[src/rtl/kvs_pkg.sv]
// rtl/kvs_pkg.sv - shared stream widths and arbiter state encoding
package kvs_pkg;

    localparam int AXIS_DATA_W = 64;
    localparam int AXIS_USER_W = 64;

    localparam logic ARB_ST_IDLE   = 1'b0;
    localparam logic ARB_ST_LOCKED = 1'b1;

    typedef enum logic {
        ST_IDLE   = ARB_ST_IDLE,
        ST_LOCKED = ARB_ST_LOCKED
    } arb_state_t;

endpackage

[src/rtl/kvs_tx_arbiter_if.sv]
// rtl/kvs_tx_arbiter_if.sv - source-side and sink-side stream bundle of the tx arbiter
interface kvs_tx_arbiter_if #(
    parameter int NR_PORTS = 2,
    parameter int DATA_W   = kvs_pkg::AXIS_DATA_W
);
    import kvs_pkg::*;

    localparam int KEEP_W = DATA_W / 8;

    logic [NR_PORTS*DATA_W-1:0]      s_tdata;
    logic [NR_PORTS*KEEP_W-1:0]      s_tkeep;
    logic [NR_PORTS*AXIS_USER_W-1:0] s_tuser;
    logic [NR_PORTS-1:0]             s_tlast;
    logic [NR_PORTS-1:0]             s_tvalid;
    logic [NR_PORTS-1:0]             s_tready;

    logic [DATA_W-1:0]               m_tdata;
    logic [KEEP_W-1:0]               m_tkeep;
    logic [AXIS_USER_W-1:0]          m_tuser;
    logic                            m_tlast;
    logic                            m_tvalid;
    logic                            m_tready;

    modport master (
        output s_tdata, s_tkeep, s_tuser, s_tlast, s_tvalid, m_tready,
        input  s_tready, m_tdata, m_tkeep, m_tuser, m_tlast, m_tvalid
    );

    modport slave (
        input  s_tdata, s_tkeep, s_tuser, s_tlast, s_tvalid, m_tready,
        output s_tready, m_tdata, m_tkeep, m_tuser, m_tlast, m_tvalid
    );

endinterface

[src/rtl/kvs_tx_arbiter_rr_pick.sv]
// rtl/kvs_tx_arbiter_rr_pick.sv - combinational round-robin picker
// First requester at or after the pointer, searching cyclically.
module rr_pick #(
    parameter int N  = 2,
    parameter int PW = (N > 1) ? $clog2(N) : 1
) (
    input  logic [N-1:0]  i_req,
    input  logic [PW-1:0] i_ptr,
    output logic [N-1:0]  o_grant,
    output logic          o_valid
);

    logic w_found;

    always_comb begin
        o_grant = '0;
        w_found = 1'b0;
        for (int off = 0; off < N; off++) begin
            if (!w_found && i_req[(int'(i_ptr) + off) % N]) begin
                o_grant[(int'(i_ptr) + off) % N] = 1'b1;
                w_found = 1'b1;
            end
        end
    end

    assign o_valid = w_found;

endmodule

[src/rtl/kvs_tx_arbiter.sv]
// rtl/kvs_tx_arbiter.sv - packet-locked round-robin merge of N streams
// One arbitration cycle per packet, single registered output stage.
module kvs_tx_arbiter
    import kvs_pkg::*;
#(
    parameter  int NR_PORTS = 2,
    parameter  int DATA_W   = AXIS_DATA_W,
    localparam int GW       = $clog2(NR_PORTS),
    localparam int KEEP_W   = DATA_W / 8
) (
    input  logic                 clk_390,
    input  logic                 sys_rst,
    kvs_tx_arbiter_if.slave      bus,
    output logic [GW-1:0]        grant_id,
    output logic                 busy,
    output logic [31:0]          pkt_cnt
);

    arb_state_t             r_state;
    logic [GW-1:0]          r_rr_ptr;
    logic [GW-1:0]          r_grant_id;
    logic [31:0]            r_pkt_cnt;
    logic [DATA_W-1:0]      r_m_tdata;
    logic [KEEP_W-1:0]      r_m_tkeep;
    logic [AXIS_USER_W-1:0] r_m_tuser;
    logic                   r_m_tlast;
    logic                   r_m_tvalid;

    logic [NR_PORTS-1:0]    w_pick_oh;
    logic                   w_pick_vld;
    logic [GW-1:0]          w_pick_idx;
    logic [NR_PORTS-1:0]    w_s_tready;
    logic                   w_out_free;
    logic                   w_accept;
    logic                   w_sel_last;

    rr_pick #(.N(NR_PORTS), .PW(GW)) u_rr_pick (
        .i_req   (bus.s_tvalid),
        .i_ptr   (r_rr_ptr),
        .o_grant (w_pick_oh),
        .o_valid (w_pick_vld)
    );

    always_comb begin
        w_pick_idx = '0;
        for (int i = 0; i < NR_PORTS; i++) begin
            if (w_pick_oh[i]) w_pick_idx = GW'(i);
        end
    end

    // Output stage can take a beat when empty or being drained this cycle.
    assign w_out_free = !r_m_tvalid || bus.m_tready;
    assign w_accept   = (r_state == ST_LOCKED) && w_out_free && bus.s_tvalid[r_grant_id];
    assign w_sel_last = bus.s_tlast[r_grant_id];

    always_comb begin
        w_s_tready = '0;
        if (r_state == ST_LOCKED) w_s_tready[r_grant_id] = w_out_free;
    end

    always_ff @(posedge clk_390 or posedge sys_rst) begin
        if (sys_rst) begin
            r_state    <= ST_IDLE;
            r_rr_ptr   <= '0;
            r_grant_id <= '0;
            r_pkt_cnt  <= '0;
            r_m_tdata  <= '0;
            r_m_tkeep  <= '0;
            r_m_tuser  <= '0;
            r_m_tlast  <= 1'b0;
            r_m_tvalid <= 1'b0;
        end else begin
            if (r_m_tvalid && bus.m_tready && r_m_tlast) r_pkt_cnt <= r_pkt_cnt + 32'd1;

            if (w_accept) begin
                r_m_tdata  <= bus.s_tdata[int'(r_grant_id)*DATA_W +: DATA_W];
                r_m_tkeep  <= bus.s_tkeep[int'(r_grant_id)*KEEP_W +: KEEP_W];
                r_m_tuser  <= bus.s_tuser[int'(r_grant_id)*AXIS_USER_W +: AXIS_USER_W];
                r_m_tlast  <= w_sel_last;
                r_m_tvalid <= 1'b1;
            end else if (bus.m_tready) begin
                r_m_tvalid <= 1'b0;
            end

            case (r_state)
                ST_IDLE: begin
                    if (w_pick_vld) begin
                        r_grant_id <= w_pick_idx;
                        r_state    <= ST_LOCKED;
                    end
                end
                ST_LOCKED: begin
                    if (w_accept && w_sel_last) begin
                        r_rr_ptr <= GW'((int'(r_grant_id) + 1) % NR_PORTS);
                        r_state  <= ST_IDLE;
                    end
                end
                default: r_state <= ST_IDLE;
            endcase
        end
    end

    assign bus.s_tready = w_s_tready;
    assign bus.m_tdata  = r_m_tdata;
    assign bus.m_tkeep  = r_m_tkeep;
    assign bus.m_tuser  = r_m_tuser;
    assign bus.m_tlast  = r_m_tlast;
    assign bus.m_tvalid = r_m_tvalid;
    assign grant_id     = r_grant_id;
    assign busy         = (r_state == ST_LOCKED);
    assign pkt_cnt      = r_pkt_cnt;

endmodule

[src/flat_wrapper.sv]
// flat-port wrapper written by rule: the top's interface ports become plain ports
module kvs_tx_arbiter_flat import kvs_pkg::*;
#(
    parameter  int NR_PORTS = 2,
    parameter  int DATA_W   = AXIS_DATA_W,
    localparam int GW       = $clog2(NR_PORTS),
    localparam int KEEP_W   = DATA_W / 8
)
  (clk_390, sys_rst, grant_id, busy, pkt_cnt, bus_s_tdata, bus_s_tkeep, bus_s_tuser, bus_s_tlast, bus_s_tvalid, bus_m_tready, bus_s_tready, bus_m_tdata, bus_m_tkeep, bus_m_tuser, bus_m_tlast, bus_m_tvalid);
  kvs_tx_arbiter_if #(.NR_PORTS(NR_PORTS), .DATA_W(DATA_W)) bus_i ();
  input  logic clk_390;
  input  logic sys_rst;
  output logic [GW-1:0] grant_id;
  output logic busy;
  output logic [31:0] pkt_cnt;
  input wire logic [$bits(bus_i.s_tdata)-1:0] bus_s_tdata;
  input wire logic [$bits(bus_i.s_tkeep)-1:0] bus_s_tkeep;
  input wire logic [$bits(bus_i.s_tuser)-1:0] bus_s_tuser;
  input wire logic [$bits(bus_i.s_tlast)-1:0] bus_s_tlast;
  input wire logic [$bits(bus_i.s_tvalid)-1:0] bus_s_tvalid;
  input wire logic [$bits(bus_i.m_tready)-1:0] bus_m_tready;
  output wire logic [$bits(bus_i.s_tready)-1:0] bus_s_tready;
  output wire logic [$bits(bus_i.m_tdata)-1:0] bus_m_tdata;
  output wire logic [$bits(bus_i.m_tkeep)-1:0] bus_m_tkeep;
  output wire logic [$bits(bus_i.m_tuser)-1:0] bus_m_tuser;
  output wire logic [$bits(bus_i.m_tlast)-1:0] bus_m_tlast;
  output wire logic [$bits(bus_i.m_tvalid)-1:0] bus_m_tvalid;
  assign bus_i.s_tdata = bus_s_tdata;
  assign bus_i.s_tkeep = bus_s_tkeep;
  assign bus_i.s_tuser = bus_s_tuser;
  assign bus_i.s_tlast = bus_s_tlast;
  assign bus_i.s_tvalid = bus_s_tvalid;
  assign bus_i.m_tready = bus_m_tready;
  assign bus_s_tready = bus_i.s_tready;
  assign bus_m_tdata = bus_i.m_tdata;
  assign bus_m_tkeep = bus_i.m_tkeep;
  assign bus_m_tuser = bus_i.m_tuser;
  assign bus_m_tlast = bus_i.m_tlast;
  assign bus_m_tvalid = bus_i.m_tvalid;
  kvs_tx_arbiter #(.NR_PORTS(NR_PORTS), .DATA_W(DATA_W)) u_core (.clk_390(clk_390), .sys_rst(sys_rst), .bus(bus_i), .grant_id(grant_id), .busy(busy), .pkt_cnt(pkt_cnt));
endmodule
[config.mk]
export PLATFORM = sky130hd
export DESIGN_NAME = kvs_tx_arbiter_flat
export DESIGN_NICKNAME = d
export VERILOG_FILES = /design/src/rtl/kvs_pkg.sv /design/src/rtl/kvs_tx_arbiter_if.sv /design/src/rtl/kvs_tx_arbiter_rr_pick.sv /design/src/rtl/kvs_tx_arbiter.sv /design/src/flat_wrapper.sv
export SDC_FILE = /design/constraint.sdc
export NUM_CORES = 1
export LEC_CHECK = 0
export BUFFER_PORTS_ARGS = -buffer_cell sky130_fd_sc_hd__buf_2
export CORE_AREA = 2 2 176 178
export DETAILED_ROUTE_END_ITERATION = 7
export DIE_AREA = 0 0 178 180
export PLACE_DENSITY_LB_ADDON = 0.12
export REMOVE_ABC_BUFFERS = 1
export SLEW_MARGIN = 0
export SYNTH_ARGS = -nofsm -noshare
export SYNTH_HDL_FRONTEND = slang
export SYNTH_SLANG_ARGS = --single-unit
[constraint.sdc]
create_clock -name clk_390 -period 5.7 [get_ports clk_390]
set_clock_uncertainty 0.1 [all_clocks]
set_input_delay 1.14 -clock clk_390 [delete_from_list [all_inputs] [get_ports clk_390]]
set_output_delay 1.14 -clock clk_390 [all_outputs]
set_load 0.01 [all_outputs]
=== Word level (Yosys, flattened, before mapping) ===
Cells that the tools add are included.

* $add $sub $neg: 3
* Order comparisons: 6
* Shift operators: 3
* Multiplexer cells: 26
* Bitwise logic cells: 4
* Reductions and logical operators: 15

{| class="wikitable"
|+ Operators with widths
! operator !! number
|-
| variable part select 128 x 8 -> 64 bit || 2
|-
| adder 32 x 1 -> 32 bit (second input constant) || 1
|-
| 2-to-1 mux 1 bit || 19
|-
| variable part select 16 x 5 -> 8 bit || 1
|-
| logical AND 1 bit || 9
|-
| 2-to-1 mux 2 bit || 3
|-
| < comparator 1 x 2 -> 1 bit (second input constant) || 2
|-
| AND reduction 2 bit || 2
|-
| demux 1 bit (select 1 bit) || 3
|-
| < comparator 2 x 3 -> 1 bit (second input constant) || 1
|-
| adder 1 bit (second input constant) || 2
|-
| bitwise AND 2 bit || 1
|-
| greater-or-equal comparator 1 bit (second input constant) || 2
|-
| greater-or-equal comparator 2 x 1 -> 1 bit (second input constant) || 1
|-
| zero test 1 bit || 2
|-
| OR 2 bit || 1
|-
| case mux 1 bit (2 select lines) || 1
|-
| nonzero test 2 bit || 1
|-
| bitwise AND 1 bit (first input constant) || 1
|-
| logical OR 1 bit || 1
|-
| inverter 1 bit || 1
|}

* Register bits after elaboration: 173
* Input bits: 279
* Output and inout bits: 174
* Word-level logic and storage cells: 66

=== Depth between registers and ports, before layout ===
Gate-level depths: netlist of run 1.

* Depth after elaboration: 9
* Mapped depth: 9
* Mapped depth without buffers: 5

=== Modules after synthesis ===
From an unflattened synthesis of run 1, not the netlist that was laid out.

* Cell total of the unflattened synthesis: 740
* Area total of the unflattened synthesis: 7955.1 sq um

{| class="wikitable"
|+ Modules (own cells, without submodules)
! module !! instances !! cells each !! area each (sq um) !! sequential area each (sq um)
|-
| kvs_tx_arbiter || 1 || 736 || 7930.1 || 4329.2
|-
| rr_pick || 1 || 4 || 25.0 || 0.0
|}

=== Least setup slack after synthesis of run 1 ===
Ideal clock, no wire load.

* Path kind: input port to output port
* From: in bus_m_tready
* To: out bus_s_tready[1]
* Arrival time: 1569 ps
* Data required time: 4460 ps
* Slack: 2891 ps
* Stages on the path: 2
* Path buffers: 0
* Path through: nand2b_1 > and3_1

* Cells in the longest elaborated chain, start to end: 3

{| class="wikitable"
|+ Ends and longest elaborated chain
! item !! RTL line !! source
|-
| start, declared || flat_wrapper.sv:21 || <nowiki>input wire logic [$bits(bus_i.m_tready)-1:0] bus_m_tready;</nowiki>
|-
| logical OR 1 bit || kvs_tx_arbiter.sv:52 || <nowiki>assign w_out_free = !r_m_tvalid || bus.m_tready;</nowiki>
|-
| bitwise AND 2 bit (no line) || -- ||
|-
| 2-to-1 mux 2 bit || kvs_tx_arbiter.sv:58 || <nowiki>if (r_state == ST_LOCKED) w_s_tready[r_grant_id] = w_out_free;</nowiki>
|-
| end, declared || flat_wrapper.sv:22 || <nowiki>output wire logic [$bits(bus_i.s_tready)-1:0] bus_s_tready;</nowiki>
|}

Every way passes these cells.

=== Worst setup path in the final report of run 1 ===
Same ends and word-level chain as after synthesis.

==> results.md, run 1 <==
- # DRC: 0
- Arrival @ worst endpoint: 1.86 ns
- PortBufs: 452
- Die X-Extent: 178 µm
- Multi-input logic area: 0.00329 mm²
- CP required: 4.46 ns
- TritonRoute pass-1 iters: 4
- R2R Path End: u_core.bus.m_tuser[28]$_DFFE_PP0P_
- Core box area: 0.0302 mm²
- P per Cell Area: 502 mW/mm²
- H-tree levels: 4
- Post-synthesis cell type count: 31
- Fill cell count: 3,146
- Avg WL per Cell: 16.0 µm
- Final worst slack: 2.60 ns
- Post-Place Worst Slack: 2.42 ns
- Grt ovf: 0
- Dominant cell type by area after synthesis: dfrtp_1
- Synth area leaders: dfrtp_1 55%, mux2i_1 17%, nand2_1 6.9%, o21ai_0 5.5%, o21ai_1 3.1%
- CP Class: input port to output port
- Nature of the critical path startpoint: input port
- Synth Area in Compound Gates: 0.0909
- Final hold vios: 0
- Vias: 6,754
- HP Class: flip-flop to flip-flop
- Final setup fails: 0
- Peak VDD IR: 0.295 mV
- CP Cell Sequence: buf_2, nand2b_1, and3_1, buf_2
- Vias in the first global route: 6,769
- Post-synth top flop: dfrtp_1
- M2 GR Usage: 0.275
- Fraction of synthesized area in multiplexers: 0.177
- Most frequent CP cell: buf_2
- Initial antenna violation count: 7
- Post-Syn Area: 0.00789 mm²
- Fin crit period: 3.10 ns
- Met3 usage: 0.0575
- Simple-gate area share of the yosys netlist: 0.111
- Critical Path Stages: 4
- Maxcap violations: 0
- Post-synth top area share: 0.549
- Vias/cell: 4.28
- Critical Path Source: bus_m_tready
- Routing usage on met1: 0.175
- Adder-cell share of the synthesized area: 0.00159
- Yosys reg bits: 173
- Critical path's top delay family: simple AND/OR/NAND/NOR gates
- Status: completed
- Drt total wl: 25,300 µm
- Worst skew pair latency: 0.42 ns
- Final period utilization: 0.543
- Crit path max-delay cell type: nand2b_1
- Placed Cells: 1,543
- CTS tree: done
- Post-CTS Hold Buffers: 0
- Starting Density: 0.261
- Max incr delay on CP: 0.24 ns
- Nature of the critical path endpoint: output port
- Slew margin rel.: 0.477
- Reg clk slew, reported paths: 0.07 ns
- Reg2reg setup slack: 2.89 ns
- Top post-synthesis cells by count: 173 x dfrtp_1, 144 x nand2_1, 137 x mux2i_1, 87 x o21ai_0, 49 x o21ai_1
- Final Max Slew Viols: 0
- Tot GR Track Use: 0.157
- Leak: 6.06 nW
- RePlAce Congestion: 0.772
- FF-to-FF Start: u_core.grant_id$_DFFE_PP0P_
- Cell count of the worst reg-to-reg path: 4
- Post-CTS setup buffer count: 0
- Antenna-violating nets left: 0
- Xor/xnor share of the synthesized area: 0.0344
- Count leader, synth: dfrtp_1
- Register area: 0.00433 mm²
- CP bufs+invs: 2
- Global route hottest layer: met2
- Syn avg cell area: 10.7 µm²
- Yosys warns: 0
- Mapped Cells: 737
- Global-route wire length before repair: 38,500 µm
- CTS sink cnt: 173
- RSZ-0062 raised after global routing: no
- Nets: 1,446
- Slew @ Worst Pin: 0.785 ns
- EDFF count, synth: 0
- Die ar.: 0.0320 mm²
- Share of cells above drive strength 1: 0.422
- Largest family of logic cells by synthesized area: multiplexers
- CTS Buffer Depth: 2
- Pin count of the biggest net entering global routing: 137
- 1st-iter DRT viols: 248
- Root Driver: clkbuf_16
- Non-Filler Instances: 1,579
- Die Span Y: 180 µm
- Fmax: 323 MHz
- Row cnt: 64
- Placed wire-length estimate: 19,700 µm
- TritonCTS buffer count: 17
- Asr flop ratio synth: 1.00
- Crit-path max FO: 6
- PostCTS Resize Cnt: 0
- Crit path capture: bus_s_tready[1]
- Sequential share of the synthesized area: 0.549
- Area grow syn2layout: 40.2%
- I/O pins: 453
-- layout make-up --
cell class,instances,area share
sequential,173,0.392
multi-input combinational,511,0.297
timing repair buffer,459,0.212
tap,396,0.0448
clock buffer,19,0.0410
clock inverter,13,0.0107
inverter,4,0.00181
antenna,4,0.000905
-- report_power, final --
part           switching (mW)  internal, mW  total (mW)
Clock                   0.549         0.602        1.15
Sequential              0.308          1.74        2.05
Combinational            1.38         0.972        2.36
-- metrics by stage --
stage	cell area [µm²]	hold slack [ns]	util	setup TNS [ns]	power, mW
4_1_cts	11000	0.381	0.366	0	5.69
5_1_grt	11100	0.397	0.366	0	6.00
2_1_floorplan	7620	0.379	-	-421.59	3.70
3_3_place_gp	10500	0.359	0.347	0	4.48
3_5_place_dp	10500	0.365	0.347	0	4.51
6_report	11100	0.373	0.366	0	5.56
-- worst min path at each step --
| stage | end | cells past startpoint | slack, ns | from |
|---|---|---|---|---|
| 6_report | u_core.bus.m_tuser[43]$_DFFE_PP0P_ | 2 | 0.37 | u_core.bus.m_tuser[43]$_DFFE_PP0P_ |
| 2_1_floorplan | u_core.r_rr_ptr$_DFFE_PP0P_ | 1 | 0.38 | u_core.r_rr_ptr$_DFFE_PP0P_ |
| 3_3_place_gp | u_core.bus.m_tuser[6]$_DFFE_PP0P_ | 2 | 0.36 | u_core.bus.m_tuser[6]$_DFFE_PP0P_ |
| 3_5_place_dp | u_core.bus.m_tdata[49]$_DFFE_PP0P_ | 2 | 0.36 | u_core.bus.m_tdata[49]$_DFFE_PP0P_ |
| 5_1_grt | u_core.bus.m_tdata[61]$_DFFE_PP0P_ | 2 | 0.40 | u_core.bus.m_tdata[61]$_DFFE_PP0P_ |
| 4_1_cts | u_core.bus.m_tkeep[6]$_DFFE_PP0P_ | 2 | 0.38 | u_core.bus.m_tkeep[6]$_DFFE_PP0P_ |
-- worst reg2reg max path, delay by kind of cell, from the launching register on --
family	cells	cell delay, ns
AO/OA/AOI/OAI	1	0.11
buffers and inverters	2	1.36
multiplexers	1	0.41
flip-flops	1	0.71
-- cells in the final DEF, fill, tap and decap left out, types with 2 or more instances in the layout --
cell	count
xnor2_1	27
nand2_1	144
xor2_1	4
dfrtp_1	172
buf_12	2
and4_1	4
o21ai_0	87
and3_1	10
buf_4	5
clkinv_4	2
clkbuf_8	2
nor2_1	6
mux2i_1	137
nor3_1	2
inv_8	4
nand3_1	16
clkbuf_16	17
o21ai_1	49
nand4_1	11
inv_1	3
buf_2	452
inv_6	6
diode_2	4
-- cell families after synthesis --
logic type,count (synthesis)
compound gates,141
simple gates,199
buf+inv,53
mux,139
flops,173
fa+ha+maj,1
xor+xnor,31
-- layer usage --
layer	share of wire	wire length (µm)
met1	0.39	9890
met3	0.088	2230
met5	0.0011	29
met2	0.50	12700
met4	0.017	442
-- flip-flops by register name (all words and copies together), names as in the netlist --
signal               count
u_core.bus.m_tlast       1
u_core.r_rr_ptr          1
u_core.grant_id          1
u_core.bus.m_tkeep       8
u_core.pkt_cnt          32
u_core.bus.m_tdata      64
u_core.bus.m_tvalid      1
u_core.bus.m_tuser      64
u_core.busy              1
(Power assumes the default switching activity.)
==> inputs of run 2 (changes only) <==
--- a/config.mk
+++ b/config.mk
@@ -6,9 +6,9 @@
 export NUM_CORES = 1
 export LEC_CHECK = 0
 export BUFFER_PORTS_ARGS = -buffer_cell sky130_fd_sc_hd__buf_2
-export CORE_AREA = 2 2 176 178
+export CORE_AREA = 2 2 178 180
 export DETAILED_ROUTE_END_ITERATION = 7
-export DIE_AREA = 0 0 178 180
+export DIE_AREA = 0 0 180 182
 export PLACE_DENSITY_LB_ADDON = 0.12
 export REMOVE_ABC_BUFFERS = 1
 export SLEW_MARGIN = 0
==> constraint.sdc (replaced) <==
create_clock -name clk_390 -period 2.85 [get_ports clk_390]
set_clock_uncertainty 0.1 [all_clocks]
set_input_delay 0.57 -clock clk_390 [delete_from_list [all_inputs] [get_ports clk_390]]
set_output_delay 0.57 -clock clk_390 [all_outputs]
set_load 0.01 [all_outputs]
==> run 2 against run 1 <==
Against the previous run:
- global-route usage fell by 0.38 points
- largest power group unchanged
- largest cell class unchanged
- clock power rose by 110%
- power rose by 100%
- die area rose by 2.2%
- setup slack got worse by 2.2 ns
- highest routed layer unchanged
- sequential power rose by 98%
- worst hold slack got worse by 0.25 ns
- routed wire length fell by 0.89%
- register-to-register slack got worse by 2.1 ns
- flip-flop and latch count did not move
==> results.md, run 2 (same netlist as run 1, synthesis figures left out) <==
- Clock power share: 0.217 (was 0.207)
- Antenna-violating nets left: 0 (unchanged)
- Final Max Slew Viols: 0 (unchanged)
- Int Power: 6.85 mW (was 3.31 mW)
- Root Driver: clkbuf_16 (unchanged)
- Logic pwr share: 0.426 (was 0.424)
- Final period utilization: 0.849
- Die Span Y: 182 µm (was 180 µm)
- Die X-Extent: 180 µm (was 178 µm)
- Nets: 1,455 (was 1,446)
- Final worst slack: 0.432 ns (was 2.60 ns)
- Crit-path max FO: 71 (was 6)
- Most frequent cells in the layout: 452 x buf_2, 172 x dfrtp_1, 144 x nand2_1 (unchanged)
- CP required: 2.18 ns (was 4.46 ns)
- Share of cells above drive strength 1: 0.427 (was 0.422)
- Post-CTS setup buffer count: 0 (unchanged)
- PnR Total Power: 11.4 mW (was 5.56 mW)
- Final Util: 0.362 (was 0.366)
- PostCTS Resize Cnt: 0 (unchanged)
- TritonCTS buffer count: 17 (unchanged)
- Cell count of the worst reg-to-reg path: 5 (was 4)
- Fmax: 413 MHz
- Post-Place Worst Slack: 0.711 ns (was 2.42 ns)
- Area grow syn2layout: 42.4% (was 40.2%)
- Crit path capture: grant_id (was bus_s_tready[1])
- Slew @ Worst Pin: 0.612 ns (was 0.785 ns)
- Final hold vios: 0 (unchanged)
- Initial antenna violation count: 5 (was 7)
- PortBufs: 452 (unchanged)
- Nature of the critical path startpoint: flip-flop (was input port)
- Placed wire-length estimate: 19,700 µm (about the same)
- Core box area: 0.0310 mm² (was 0.0302 mm²)
- CTS Buffer Depth: 2 (unchanged)
- Peak VDD IR: 0.422 mV (was 0.295 mV)
- Avg WL per Cell: 15.8 µm (was 16.0 µm)
- Post-CTS Hold Buffers: 0 (unchanged)
- CP Class: flip-flop to output port (was input port to output port)
- 1st-iter DRT viols: 193 (was 248)
- Starting Density: 0.254 (was 0.261)
- Tot GR Track Use: 0.153 (was 0.157)
- Global-route wire length before repair: 39,000 µm (was 38,500 µm)
- RSZ-0062 raised after global routing: no (unchanged)
- CTS tree: done (unchanged)
- TNS Setup: 0 ns (unchanged)
- Vias in the first global route: 6,815 (was 6,769)
- HP Class: input port to asynchronous set/reset pin (was flip-flop to flip-flop)
- Arrival @ worst endpoint: 1.75 ns (was 1.86 ns)
- Critical Path Source: u_core.grant_id$_DFFE_PP0P_ (was bus_m_tready)
- Final setup fails: 0 (unchanged)
- Sw frac: 0.398 (was 0.403)
- CTS sink cnt: 173 (unchanged)
- Leak: 6.14 nW (was 6.06 nW)
- Row cnt: 65 (was 64)
- TritonRoute pass-1 iters: 4 (unchanged)
- Psw: 4.53 mW (was 2.24 mW)
- Vias/cell: 4.23 (was 4.28)
- Nature of the critical path endpoint: output port (unchanged)
- Maxcap violations: 0 (unchanged)
- Drt total wl: 25,100 µm (was 25,300 µm)
- Worst skew pair latency: 0.42 ns (about the same)
- P per Cell Area: 1010 mW/mm² (was 502 mW/mm²)
- RePlAce Congestion: 0.751 (was 0.772)
- Grt ovf: 0 (unchanged)
- Vias: 6,729 (was 6,754)
- H-tree levels: 4 (unchanged)
- Status: completed (unchanged)
- Fin crit period: 2.42 ns
- # DRC: 0 (unchanged)
- I/O pins: 453 (unchanged)
- R2R Path End: u_core.bus.m_tuser[29]$_DFFE_PP0P_ (was u_core.bus.m_tuser[28]$_DFFE_PP0P_)
- Commonest non-fill, non-tap cell in the layout: buf_2 (unchanged)
- FF-to-FF Start: u_core.grant_id$_DFFE_PP0P_ (unchanged)
- Slew margin rel.: 0.589 (was 0.477)
- Die ar.: 0.0328 mm² (was 0.0320 mm²)
- Seq pwr share: 0.356 (was 0.369)
- Pin count of the biggest net entering global routing: 105 (was 137)
- Reg2reg setup slack: 0.82 ns (was 2.89 ns)
- Reg clk slew, reported paths: 0.07 ns (about the same)
## run 2: metal layers
| metal | up-vias | GRT usage | part of all wire |
|---|---|---|---|
| met3 | 27 | 0.0550 | 0.079 |
| met4 | 6 | 0.0455 | 0.019 |
| met5 | - | 0 | 0.0015 |
| met1 | 3021 | 0.182 | 0.41 |
| met2 | 244 | 0.259 | 0.49 |
| li1 | 3431 | - | - |
## run 2: power by group through the flow
stage	logic, mW	clock network (mW)	registers (mW)
finish	4.85	2.47	4.05
global route	5.41	2.70	4.21
CTS	5.00	2.58	4.07
detailed placement	5.03	0	4.09
global placement	4.96	0	4.08
floorplan	1.93	0	4.73
## run 2: layout make-up
class,instances,area (µm²)
Clock buffer,17,425
Antenna cell,2,5.00
Multi-Input combinational cell,511,3290
Sequential cell,173,4330
Fill cell,3249,19800
Timing Repair Buffer,468,2460
Inverter,4,20.0
Clock inverter,15,200
Tap cell,402,503
## run 2: worst min path at each step
stage                                        from                                 end  slack, ns  cells past startpoint
3_5_place_dp       u_core.pkt_cnt[31]$_DFFE_PP0P_      u_core.pkt_cnt[31]$_DFFE_PP0P_       0.36                      1
6_report                                  sys_rst   u_core.bus.m_tdata[0]$_DFFE_PP0P_       0.12                      2
2_1_floorplan         u_core.r_rr_ptr$_DFFE_PP0P_         u_core.r_rr_ptr$_DFFE_PP0P_       0.38                      1
5_1_grt                                   sys_rst   u_core.bus.m_tdata[0]$_DFFE_PP0P_       0.15                      2
3_3_place_gp   u_core.bus.m_tuser[35]$_DFFE_PP0P_  u_core.bus.m_tuser[35]$_DFFE_PP0P_       0.36                      2
4_1_cts                                   sys_rst  u_core.bus.m_tuser[58]$_DFFE_PP0P_       0.13                      2
## run 2: critical path, stage by stage (launching register included)
cell and delay [ns]:
dfrtp_4 0.58, buf_12 0.36, buf_2 0.23
## run 2: through the flow
step / instances / hold WS (ns) / instance area [µm²]
2_1_floorplan: 688 / 0.379 / 7620
6_report: 1592 / 0.121 / 11200
5_1_grt: 1591 / 0.152 / 11200
3_5_place_dp: 1558 / 0.364 / 10600
3_3_place_gp: 1558 / 0.358 / 10600
4_1_cts: 1590 / 0.133 / 11200
